<file path="src/rtl/ram_arbiter.sv">
// ram_arbiter
//
// Shares one RAM port between the data-side request stream (coherence
// controller) and CPUS instruction-cache fetch ports. One requester is
// granted at a time and the grant lasts for exactly one word transfer.
// Data requests win by default, but after a completed data transfer a
// pending fetch goes first, so the two sides alternate under load.
// Fetch ports are served round-robin.
//
// Ports:
//   CLK, RST            clock, synchronous active-high reset
//   dREN, dWEN          data read / write request
//   daddr, dstore       data address / write word
//   dwait, dload        data wait (low only in the completing cycle) / read word
//   iREN                per-core fetch request
//   iaddr               per-core fetch address, core k at [k*WORD_W +: WORD_W]
//   iwait, iload        per-core fetch wait / fetch word (same packing)
//   ramREN, ramWEN      RAM read / write enable
//   ramaddr, ramstore   RAM address / write word
//   ramload             RAM read word
//   ramstate            RAM state: FREE=0, BUSY=1, ACCESS=2, ERROR=3
//   ramerr              pulse in the cycle a granted transfer ends in ERROR

module ram_arbiter #(
    parameter int CPUS   = 2,
    parameter int WORD_W = 32
) (
    input  logic                     CLK,
    input  logic                     RST,
    input  logic                     dREN,
    input  logic                     dWEN,
    input  logic [WORD_W-1:0]        daddr,
    input  logic [WORD_W-1:0]        dstore,
    output logic                     dwait,
    output logic [WORD_W-1:0]        dload,
    input  logic [CPUS-1:0]          iREN,
    input  logic [CPUS*WORD_W-1:0]   iaddr,
    output logic [CPUS-1:0]          iwait,
    output logic [CPUS*WORD_W-1:0]   iload,
    output logic                     ramREN,
    output logic                     ramWEN,
    output logic [WORD_W-1:0]        ramaddr,
    output logic [WORD_W-1:0]        ramstore,
    input  logic [WORD_W-1:0]        ramload,
    input  logic [1:0]               ramstate,
    output logic                     ramerr
);

    localparam int OW = (CPUS > 1) ? $clog2(CPUS) : 1;
    localparam logic [OW:0] NCPU = CPUS[OW:0];

    localparam logic [1:0] RAM_ACCESS = 2'd2;
    localparam logic [1:0] RAM_ERROR  = 2'd3;

    typedef enum logic [1:0] {IDLE, DGRANT, IGRANT} state_t;

    state_t          state;
    logic [OW-1:0]   owner;
    logic [OW-1:0]   rr;
    logic            last_data;

    logic            dreq;
    logic            ireq;
    logic            done;
    logic [OW-1:0]   pick;
    logic            found;
    logic [OW:0]     sum;
    logic [OW-1:0]   idx;
    logic [OW-1:0]   rr_next;

    assign dreq = dREN | dWEN;
    assign ireq = |iREN;

    // A transfer finishes on the first ACCESS or ERROR seen while granted.
    assign done = (state != IDLE) &&
                  ((ramstate == RAM_ACCESS) || (ramstate == RAM_ERROR));

    // Round-robin pick: first requesting core at or above rr, wrapping.
    always_comb begin
        found = 1'b0;
        pick  = '0;
        sum   = '0;
        idx   = '0;
        for (int i = 0; i < CPUS; i++) begin
            sum = {1'b0, rr} + i[OW:0];
            if (sum >= NCPU) begin
                sum = sum - NCPU;
            end
            idx = sum[OW-1:0];
            if (!found && iREN[idx]) begin
                found = 1'b1;
                pick  = idx;
            end
        end
    end

    assign rr_next = ({1'b0, owner} == NCPU - 1'b1) ? '0 : owner + 1'b1;

    always_ff @(posedge CLK) begin
        if (RST) begin
            state     <= IDLE;
            owner     <= '0;
            rr        <= '0;
            last_data <= 1'b0;
        end else begin
            case (state)
                IDLE: begin
                    if (dreq && (!ireq || !last_data)) begin
                        state <= DGRANT;
                    end else if (ireq) begin
                        state <= IGRANT;
                        owner <= pick;
                    end
                end
                DGRANT: begin
                    if (done) begin
                        state     <= IDLE;
                        last_data <= 1'b1;
                    end else if (!dreq) begin
                        // Requester walked away: release without touching history.
                        state <= IDLE;
                    end
                end
                IGRANT: begin
                    if (done) begin
                        state     <= IDLE;
                        last_data <= 1'b0;
                        rr        <= rr_next;
                    end else if (!iREN[owner]) begin
                        state <= IDLE;
                    end
                end
                default: begin
                    state <= IDLE;
                end
            endcase
        end
    end

    // Load words go straight through; they only matter when the wait is low.
    assign dload = ramload;
    assign iload = {CPUS{ramload}};

    always_comb begin
        ramREN   = 1'b0;
        ramWEN   = 1'b0;
        ramaddr  = '0;
        ramstore = '0;
        dwait    = 1'b1;
        iwait    = '1;
        ramerr   = 1'b0;
        case (state)
            DGRANT: begin
                ramaddr  = daddr;
                ramstore = dstore;
                ramWEN   = dWEN;
                ramREN   = dREN & ~dWEN;
                dwait    = ~done;
                ramerr   = (ramstate == RAM_ERROR);
            end
            IGRANT: begin
                ramREN        = 1'b1;
                ramaddr       = iaddr[owner*WORD_W +: WORD_W];
                iwait[owner]  = ~done;
                ramerr        = (ramstate == RAM_ERROR);
            end
            default: begin
            end
        endcase
    end

endmodule

</file>
<file path="config.mk">
export PLATFORM = sky130hd
export DESIGN_NAME = ram_arbiter
export DESIGN_NICKNAME = d
export VERILOG_FILES = /design/src/rtl/ram_arbiter.sv
export SDC_FILE = /design/constraint.sdc
export NUM_CORES = 1
export LEC_CHECK = 0
export CAP_MARGIN = 10
export CORE_AREA = 5 5 125 127
export DETAILED_ROUTE_END_ITERATION = 10
export DIE_AREA = 0 0 130 132
export RECOVER_POWER = 100
export SLEW_MARGIN = 30
export SYNTH_ARGS = -nofsm -noshare
export SYNTH_HDL_FRONTEND = slang
export SYNTH_SLANG_ARGS = --single-unit
</file>
<file path="constraint.sdc">
create_clock -name CLK -period 3.2 [get_ports CLK]
set_input_delay 0.48 -clock CLK [delete_from_list [all_inputs] [get_ports CLK]]
set_output_delay 0.48 -clock CLK [all_outputs]
set_load 0.02 [all_outputs]
</file>
Yosys cells after proc, flatten, opt, wreduce, memory -nomap -nowiden

Cells that the tools add are included.

Divide/modulo/power cells: 0
Multiply operators: 0
Bitwise operators: 7
$lt $le $gt $ge: 6
$add $sub $neg: 4
Eq/ne operators: 9
Reduce and logical (&&, ||, !) cells: 18
Shift operators: 1
Mux-type cells: 31

Operator list:

| kind                                                              | count |
|---|---|
| case mux 32 bit (2 select lines)                                  | 1 |
| indexed part select 64 x 7 -> 32 bit                              | 1 |
| 2-to-1 mux 32 bit                                                 | 1 |
| 2-to-1 mux 1 bit                                                  | 18 |
| 2-to-1 mux 2 bit                                                  | 7 |
| != test 3 bit, second input constant                              | 3 |
| AND reduction 3 bit                                               | 3 |
| equality test 2 bit, second input constant                        | 3 |
| less-than comparator 1 x 2 -> 1 bit, second input constant        | 3 |
| case mux 2 bit (3 select lines)                                   | 1 |
| logical AND 1 bit                                                 | 4 |
| != test 2 bit, second input constant                              | 2 |
| case mux 1 bit (2 select lines)                                   | 2 |
| nonzero test 2 bit                                                | 2 |
| OR reduction 2 bit                                                | 2 |
| zero test 1 bit                                                   | 3 |
| inverter 1 bit                                                    | 3 |
| adder 1 x 1 -> 2 bit, second input constant                       | 1 |
| equality test 2 x 1 -> 1 bit, second input constant               | 1 |
| greater-or-equal comparator 1 x 2 -> 1 bit, second input constant | 1 |
| greater-or-equal comparator 2 bit, second input constant          | 1 |
| zero test 2 bit                                                   | 1 |
| logical OR 1 bit                                                  | 2 |
| inverter 2 bit                                                    | 1 |
| other kinds (8)                                                   | 9 |

Word-level logic and storage cells: 80
Memory bits (read-only): 0
Latch bits: 0
Bits in writable memories: 0
Memories kept: 0
Bits of input ports: 168
Output and inout bits: 166
Register bits after elaboration: 5

Longest topological paths before layout

Gate-level depths: netlist of the first run.

Depth after elaboration: 8
Mapped depth: 7

Worst setup path before layout of the first run

No wires, ideal clock.

Path type: flip-flop to output port
Start: reg state[1]
End: out ramaddr[23]
Arrival: 1454 ps
Slack: 1266 ps
Data required time: 2720 ps
Stages on the path, launching flop included: 7
Cell sequence: dfxtp_1 inv_1 ha_1 clkbuf_1 clkbuf_1 a22oi_1 nor2b_1

Word-level cells in the longest chain between the ends: 2

RTL lines:

| element                                                             | line | source |
|---|---|---|
| start: declaration                                                  | 57   | `state_t state;` |
| start signal: assignment                                            | 101  | `state <= IDLE;` |
| start signal: assignment                                            | 109  | `state <= DGRANT;` |
| start signal: assignment                                            | 111  | `state <= IGRANT;` |
| equality test 2 bit or equality test 2 x 1 -> 1 bit (tied branches) | 152  | `case (state)` |
| case mux 32 bit (2 select lines) (*)                                | 152  |  |
| end: declaration                                                    | 42   | `output logic [WORD_W-1:0] ramaddr,` |

Every way passes the cells marked *; elsewhere a longest branch is shown, timed or not.

Final worst setup path of the first run

Start: reg state[1]
End: out ramaddr[17]

Same word-level chain as after synthesis.

==> results by group, run 1 <==
Synth
  • Synth Warn #: 0
  • Post-synth EDFFs: 0
  • Cells after synthesis: between 200 and 300
  • Count of cell types in the netlist: 32
  • Seq/Total Area, Yosys: 4.59%
  • Avg Cell Area, Syn: approximately 7.6 um^2
  • Post-synthesis cell area: 2180 um^2
  • Syn Nets: ~460
  • Synth Flop Type: dfxtp_1
  • Asr flop ratio synth: 0%
  • Yosys reg bits: 5

Placement
  • Post-DP HPWL: about 7.1 mm
  • Placed cell areas: roughly 3700 um^2
  • PortBufs: ~210
  • Gpl congestion: ~0.74

GRT
  • GRT Resource Usage Total: a little under a tenth
  • Largest net degree at the start of global routing: 39
  • GR Overflow Total: 0
  • Vias in the first global route: between 2k and 2.5k
  • Initial antenna violation count: 0
  • First-pass GRT wire length: around 13 mm

Timing
  • Post-Route Skew: a little over 0.001 ns
  • Max_slew headroom: between 60 and 70%
  • Final worst-path cycle share: between 90 and 100%
  • Setup TNS: 0 ns
  • Final Hold Vio Count: 0
  • Slew @ Worst Pin: approximately 0.54 ns
  • Maximum clock rate: between 300 and 400 MHz
  • Crit path time final: about 3.0 ns
  • Hold Worst Slack: 0.524 ns
  • Setup repair after global routing missed its margin: false
  • Setup violations, final: 0
  • Max Slew Vio Count: 0

Cells and area
  • FILL cells: approximately 1.5k
  • Commonest non-fill, non-tap cell in the layout: clkdlybuf4s50_1
  • Most frequent cells in the layout: clkdlybuf4s50_1 (137), dlygate4sd3_1 (68), nor2b_1 (33), and2_1 (33)
  • Final Cell Area: about 3800 um^2
  • Ant. Diodes: 0
  • Share of layout cells above drive strength 1: a little under an eighth
  • Area Growth Syn to Fin: 74.8%
  • Layout net count: between 500 and 600

Floorplan
  • Core Box Area: about 14000 um^2
  • Die Area: 17200 um^2
  • Die width: between 100 and 150 um
  • Die Y: about 130 um
  • Starting Density: around 15%
  • I/O pin total: 334
  • Row Count: 44

Power and ir drop
  • Sequential share of power: under 10%
  • Comb power frac: between 80% and 90%
  • Sw frac: a little over two fifths
  • Part of the power in the clock network: 13.3%
  • Worst-case vdd ir drop: 0.000198 V
  • Leakage power: about 1.4 nW
  • Psw: roughly 0.00067 W
  • Internal power: 0.000884 W
  • Total power: between 0.0015 and 0.002 W
  • Pwr Density: about 410 nW/um^2

Worst setup path
  • Max stage delay on crit path: approximately 0.7 ns
  • WP data arrival: roughly 2.5 ns
  • Critical Path Slowest Stage Cell: dlygate4sd3_1
  • Element type at the critical path start: flip-flop
  • CP cell instances: inv_1, ha_2, buf_4, a22oi_1, nor2b_1, dlygate4sd3_1
  • CP Max Fanout: 38
  • Worst setup path class: flip-flop to output port
  • Worst path required time: between 2 and 3 ns
  • Worst setup EP type: output port

Clock tree
  • Post_cts resized: 0
  • Clock Latency Late Sink: 0.23 ns
  • CTS Buf Count: 3
  • Post-CTS Setup Inserts: 0
  • CTS Hold Bufs: 0
  • Clk buf depth: 2
  • CTS sink cnt: 5
  • Clk slew on worst S/H paths: roughly 0.03 ns
  • CTS H-tree lvls: 1
  • Root Buffer: clkbuf_16
  • CTS tree: yes

Route
  • Post-DR vias/cell: around 4.0
  • DRC: 0
  • Drt total wl: roughly 8.5 mm
  • Drt pass-1 iters: 4
  • Vias after detailed routing: roughly 2.3k
  • WL per Instance: 14.9 um
  • DR iter-0 viols: 43
  • Routed Antenna Nets: 0

Flow run
  • Max-Cap Viols: 0

Worst hold path
  • Hold Crit Class: flip-flop to flip-flop

Outcome
  • Status: completed
==> stage by stage <==
stage	utilization, %	setup slack, ns	std cells
3_3_place_gp	26.1	0.601	567
4_1_cts	26.7	0.226	571
5_1_grt	26.6	0.0671	571
2_1_floorplan	-	1.27	288
3_5_place_dp	26.1	0.471	567
6_report	26.6	0.210	571
==> final timing paths <==
kind	start	endpoint	slack, ns	depth (start not counted)
setup reg to reg	state[0]	state[0]	1.50	6
hold / removal	owner	owner	0.52	2
setup / recovery	state[1]	ramaddr[17]	0.21	6
hold reg to reg	owner	owner	0.52	2
==> power by group through the flow <==
| stage | logic (W) | clock network (W) | registers [W] |
|---|---|---|---|
| 2_1_floorplan | 0.000884 | 0 | 0.0000796 |
| 3_3_place_gp | 0.00134 | 0 | 0.0000826 |
| 3_5_place_dp | 0.00136 | 0 | 0.0000832 |
| 4_1_cts | 0.00137 | 0.000209 | 0.0000825 |
| 5_1_grt | 0.00137 | 0.000212 | 0.0000830 |
| 6_report | 0.00127 | 0.000207 | 0.0000824 |
==> metal layers <==
metal  vias up  track usage, %  part of all wire [%]
met4         0            4.68                   4.8
met5         -               0                     0
met3        42            3.85                    14
li1       1075               -                     -
met1       993            8.57                    33
met2       175            16.4                    48
==> critical path: cells and delay by family, from the launching register on <==
| kind | cells | cell delay (ns) |
|---|---|---|
| and+or+nand+nor | 1 | 0.15 |
| buffers and inverters | 3 | 1.18 |
| AOI/OAI and AO/OA | 1 | 0.15 |
| adders and majority gates | 1 | 0.46 |
| DFF | 1 | 0.30 |
==> synthesized netlist by cell type (2+ instances only) <==
master | number | area share [%]
a21oi_1 | 3 | 0.69
a22oi_1 | 32 | 11
and2_1 | 33 | 9.5
buf_2 | 5 | 1.1
buf_4 | 96 | 33
clkbuf_1 | 13 | 2.2
dfxtp_1 | 5 | 4.6
ha_1 | 3 | 1.7
inv_1 | 4 | 0.69
mux2_2 | 32 | 17
nand2_1 | 4 | 0.69
nand3_1 | 2 | 0.46
nor2_1 | 3 | 0.52
nor2b_1 | 33 | 9.5
o21a_1 | 2 | 0.69
o21ai_0 | 2 | 0.46
==> cells by family (layout without fill, tap and decap cells) <==
kind of cell | count (synthesis) | in the layout | share of synthesized area [%]
compound gates | 49 | 49 | 17.0
fa+ha+maj | 3 | 3 | 1.72
buf+inv | 120 | 219 | 37.8
flops | 5 | 5 | 4.59
mux | 33 | 33 | 17.2
simple gates | 78 | 78 | 21.6
==> sequential cells by signal, summed over array words and instances (netlist names) <==
| register | cells |
|---|---|
| owner | 1 |
| rr | 1 |
| last_data | 1 |
| state | 2 |
==> final cells by class <==
| type | instances | area [um^2] | share of cell area [%] |
|---|---|---|---|
| repair buffers | 211 | 2130 | 55.8 |
| multi-input cells | 163 | 1260 | 33.0 |
| well taps | 184 | 230 | 6.04 |
| flip-flops and latches | 5 | 101 | 2.66 |
| clock buffers | 4 | 78.8 | 2.07 |
| inverters | 4 | 15.0 | 0.394 |
No activity file was read; power rests on OpenSTA's default activity.
==> run 2, diff against run 1 <==
ABC_AREA = 1   (was default)
CAP_MARGIN = 20   (was 10)
CORE_AREA = 5 5 127 129   (was 5 5 125 127)
DIE_AREA = 0 0 132 134   (was 0 0 130 132)
==> run 2 against run 1 <==
Routed wire length up 10%. Largest cell class unchanged. Synthesized area is 2.6% lower. Worst hold slack worse by 0.058 ns. Sequential power down 10%. Combinational power fell by 51%. Register-to-register slack improved by 0.13 ns. Cell area is 2.3% lower. Utilization decreased by 1.7 points.
==> results by group, run 2 <==
Route
  • WL per Instance: 13.7 um (was 14.9 um)
  • DRC: 0 (unchanged)
  • Vias after detailed routing: 2608 (was 2285)
  • DR iter-0 viols: 106 (was 43)
  • Drt total wl: 9.42 mm (was 8.53 mm)
  • Routed Antenna Nets: 0 (unchanged)
  • Drt pass-1 iters: 4 (unchanged)
  • Post-DR vias/cell: 3.80 (was 4.00)

Worst hold path
  • Hold Crit Class: flip-flop to flip-flop (unchanged)
  • Hold endpoint: last_data (was owner)
  • Min-delay src: last_data (was owner)
  • Min-Delay Path Depth: 2 (unchanged)

Worst setup path
  • Worst setup EP type: output port (unchanged)
  • Max stage delay on crit path: 0.66 ns (was 0.68 ns)
  • Worst path required time: 2.72 ns (about the same)
  • Worst setup path class: flip-flop to output port (unchanged)
  • FF-to-FF path depth: 7 (was 6)
  • Critical Path Slowest Stage Cell: dlygate4sd3_1 (unchanged)
  • Element type at the critical path start: flip-flop (unchanged)
  • Crit path buf inv count: 4 (was 3)
  • Worst reg2reg endpoint: state[0] (unchanged)
  • Delay-heaviest family, CP: buffers and inverters (unchanged)
  • RR Startpoint: state[1] (was state[0])
  • CP dominant cell by count: inv_1
  • Reg2reg setup slack: 1.63 ns (was 1.50 ns)
  • WP data arrival: 2.41 ns (was 2.51 ns)
  • CP cell instances: inv_1, ha_1, inv_1, buf_12, a21oi_1, dlygate4sd3_1 (was inv_1, ha_2, buf_4, a22oi_1, nor2b_1, dlygate4sd3_1)
  • CP Max Fanout: 20 (was 38)

Floorplan
  • I/O pin total: 334 (unchanged)
  • Die Y: 134 um (was 132 um)
  • Die Area: 17700 um^2 (was 17200 um^2)
  • Core Box Area: 14900 um^2 (was 14300 um^2)
  • Row Count: 45 (was 44)
  • Die width: 132 um (was 130 um)
  • Starting Density: 14.2% (was 15.2%)

Power and ir drop
  • Comb power frac: 68.9% (was 81.4%)
  • Psw: 0.000363 W (was 0.000671 W)
  • Worst-case vdd ir drop: 0.000201 V (was 0.000198 V)
  • Leakage power: 1.76 nW (was 1.45 nW)
  • Sw frac: 40.1% (was 43.1%)
  • Pwr Density: 243 nW/um^2 (was 408 nW/um^2)
  • Internal power: 0.000542 W (was 0.000884 W)
  • Sequential share of power: 8.2% (was 5.3%)
  • Part of the power in the clock network: 23.0% (was 13.3%)

Clock tree
  • Clk buf depth: 2 (unchanged)
  • Post-CTS Setup Inserts: 0 (unchanged)
  • CTS Buf Count: 3 (unchanged)
  • CTS tree: yes (unchanged)
  • CTS Hold Bufs: 0 (unchanged)
  • CTS H-tree lvls: 1 (unchanged)
  • Clock Latency Late Sink: 0.23 ns (about the same)
  • Clk slew on worst S/H paths: 0.03 ns (about the same)
  • Post_cts resized: 0 (unchanged)
  • CTS sink cnt: 5 (unchanged)
  • Root Buffer: clkbuf_16 (unchanged)

GRT
  • GR Overflow Total: 0 (unchanged)
  • Largest net degree at the start of global routing: 44 (was 39)
  • Initial antenna violation count: 0 (unchanged)
  • Vias in the first global route: 2569 (was 2400)
  • First-pass GRT wire length: 14.1 mm (was 12.5 mm)
  • GRT Resource Usage Total: 9.64% (was 9.06%)

Synth
  • Post-synth EDFFs: 0 (unchanged)
  • Count of cell types in the netlist: 20 (was 32)
  • Count leader, synth: buf_4 (unchanged)
  • Post-synthesis cell area: 2120 um^2 (was 2180 um^2)
  • Top cells by instance count after synthesis: buf_4 (99), nand2_1 (82), nor2_1 (67) (was buf_4 (96), and2_1 (33), nor2b_1 (33))
  • Syn Nets: 572 (was 459)
  • Avg Cell Area, Syn: 5.29 um^2 (was 7.57 um^2)
  • Seq/Total Area, Yosys: 4.71% (was 4.59%)
  • Yosys reg bits: 5 (unchanged)
  • Area share of the largest cell type after synthesis: 35.0% (was 33.0%)
  • Synth Flop Type: dfxtp_1 (unchanged)
  • Cell taking the most area after synthesis: buf_4 (unchanged)
  • Asr flop ratio synth: 0% (unchanged)
  • Cells after synthesis: 401 (was 288)
  • Synth Warn #: 0 (unchanged)
  • Top cells by area, synth: buf_4 (35%), nand2_1 (14%), nor2_1 (12%), a21oi_1 (8.7%), inv_1 (8.1%) (was buf_4 (33%), mux2_2 (17%), a22oi_1 (11%), and2_1 (9.5%), nor2b_1 (9.5%))

Cells and area
  • Largest reg by FF count: state (unchanged)
  • Share of layout cells above drive strength 1: 2.81% (was 11.6%)
  • Final Cell Area: 3730 um^2 (was 3810 um^2)
  • Most frequent cells in the layout: clkdlybuf4s50_1 (137), nand2_1 (82), nor2_1 (68), dlygate4sd3_1 (68), inv_1 (46) (was clkdlybuf4s50_1 (137), dlygate4sd3_1 (68), nor2b_1 (33), and2_1 (33))
  • FILL cells: 1682 (was 1517)
  • Ant. Diodes: 0 (unchanged)
  • Layout net count: 671 (was 559)
  • Fin util: 25.0% (was 26.6%)
  • Commonest non-fill, non-tap cell in the layout: clkdlybuf4s50_1 (unchanged)
  • Area Growth Syn to Fin: 75.5% (was 74.8%)
  • Largest register FFs: 2 (unchanged)
  • Finished Layout Cells: 687 (was 571)

Timing
  • Final worst-path cycle share: 90.2% (was 93.4%)
  • Crit path time final: 2.89 ns (was 2.99 ns)
  • Post-Route Skew: 0.000340 ns (was 0.00101 ns)
  • Max_slew headroom: 58.8% (was 63.8%)
  • Maximum clock rate: 346 MHz (was 334 MHz)
  • Setup TNS: 0 ns (unchanged)
  • Max Slew Vio Count: 0 (unchanged)
  • Slew @ Worst Pin: 0.617 ns (was 0.543 ns)
  • Final Hold Vio Count: 0 (unchanged)
  • Setup violations, final: 0 (unchanged)
  • Setup repair after global routing missed its margin: false (unchanged)
  • Setup slack after layout: 0.312 ns (was 0.210 ns)

Outcome
  • Status: completed (unchanged)

Placement
  • PortBufs: 205 (unchanged)
  • Post-DP HPWL: 7.78 mm (was 7.06 mm)
  • Placed cell areas: 3650 um^2 (was 3740 um^2)
  • Gpl congestion: 0.749 (was 0.738)
  • Placed insts: 683 (was 567)
  • Setup Slack @ Placement: 0.645 ns (was 0.471 ns)

Flow run
  • Max-Cap Viols: 0 (unchanged)
==> run 2: changes by cell type after synthesis, moves of 2 or more <==
cell      change
o21a_1        -2
a22oi_1      -32
and2_1       -33
o21ai_0      +31
buf_2         +3
a21oi_1      +34
mux2_2       -32
buf_4         +3
clkbuf_1      -7
nand2_1      +78
clkbuf_2      +3
nor2_1       +64
inv_1        +42
nor2b_1      -33
==> run 2: final cells by class <==
class	instances	area, um^2	area share (%)
clock buffers	4	78.8	2.12
well taps	188	235	6.31
repair buffers	211	2120	56.9
multi-input cells	232	1010	27.2
inverters	47	179	4.80
flip-flops and latches	5	101	2.72
==> run 2: worst max-delay path by stage <==
stage                              to  slack (ns)  cells after the start   startpoint
final                     ramaddr[30]        0.31                      6     state[0]
after global routing       ramaddr[9]        0.19                      6     state[1]
after CTS                 ramaddr[30]        0.40                      6     state[0]
after detailed placement  ramaddr[30]        0.64                      6     state[0]
after global placement       iwait[1]        0.67                      7  ramstate[1]
after floorplan            ramaddr[0]        1.37                      6     state[1]
==> run 2: logic make-up after synthesis <==
logic type                 count (synthesis)  synth area share (%)
AOI/OAI and AO/OA                         72                  17.2
adders and majority gates                  3                  1.77
buffers and inverters                    164                  47.6
DFF                                        5                  4.71
and+or+nand+nor                          157                  28.7
==> run 2: tightest hold or removal path, delay by kind of cell (launching register included) <==
family / cells / cell delay [ns]
AOI/OAI and AO/OA: 1 / 0.06
buffers and inverters: 1 / 0.05
DFF: 1 / 0.31
==> run 2: per-layer routing <==
metal	track usage, %	share of wire (%)
met4	3.49	3.8
met1	11.0	40
met2	16.3	46
met3	3.83	11
met5	0	0
==> run 2: per-stage QoR <==
stage	hold slack, ns	power, W
after floorplan	0.432	0.000535
after global placement	0.450	0.000732
after global routing	0.468	0.000963
after CTS	0.459	0.000945
final	0.466	0.000905
after detailed placement	0.455	0.000731
==> run 2: power by group through the flow <==
stage	Clock [W]	Combinational, W	Sequential, W
floorplan	0	0.000465	0.0000704
detailed placement	0	0.000656	0.0000749
finish	0.000208	0.000623	0.0000738
global placement	0	0.000657	0.0000744
CTS	0.000212	0.000659	0.0000740
global route	0.000215	0.000674	0.0000749
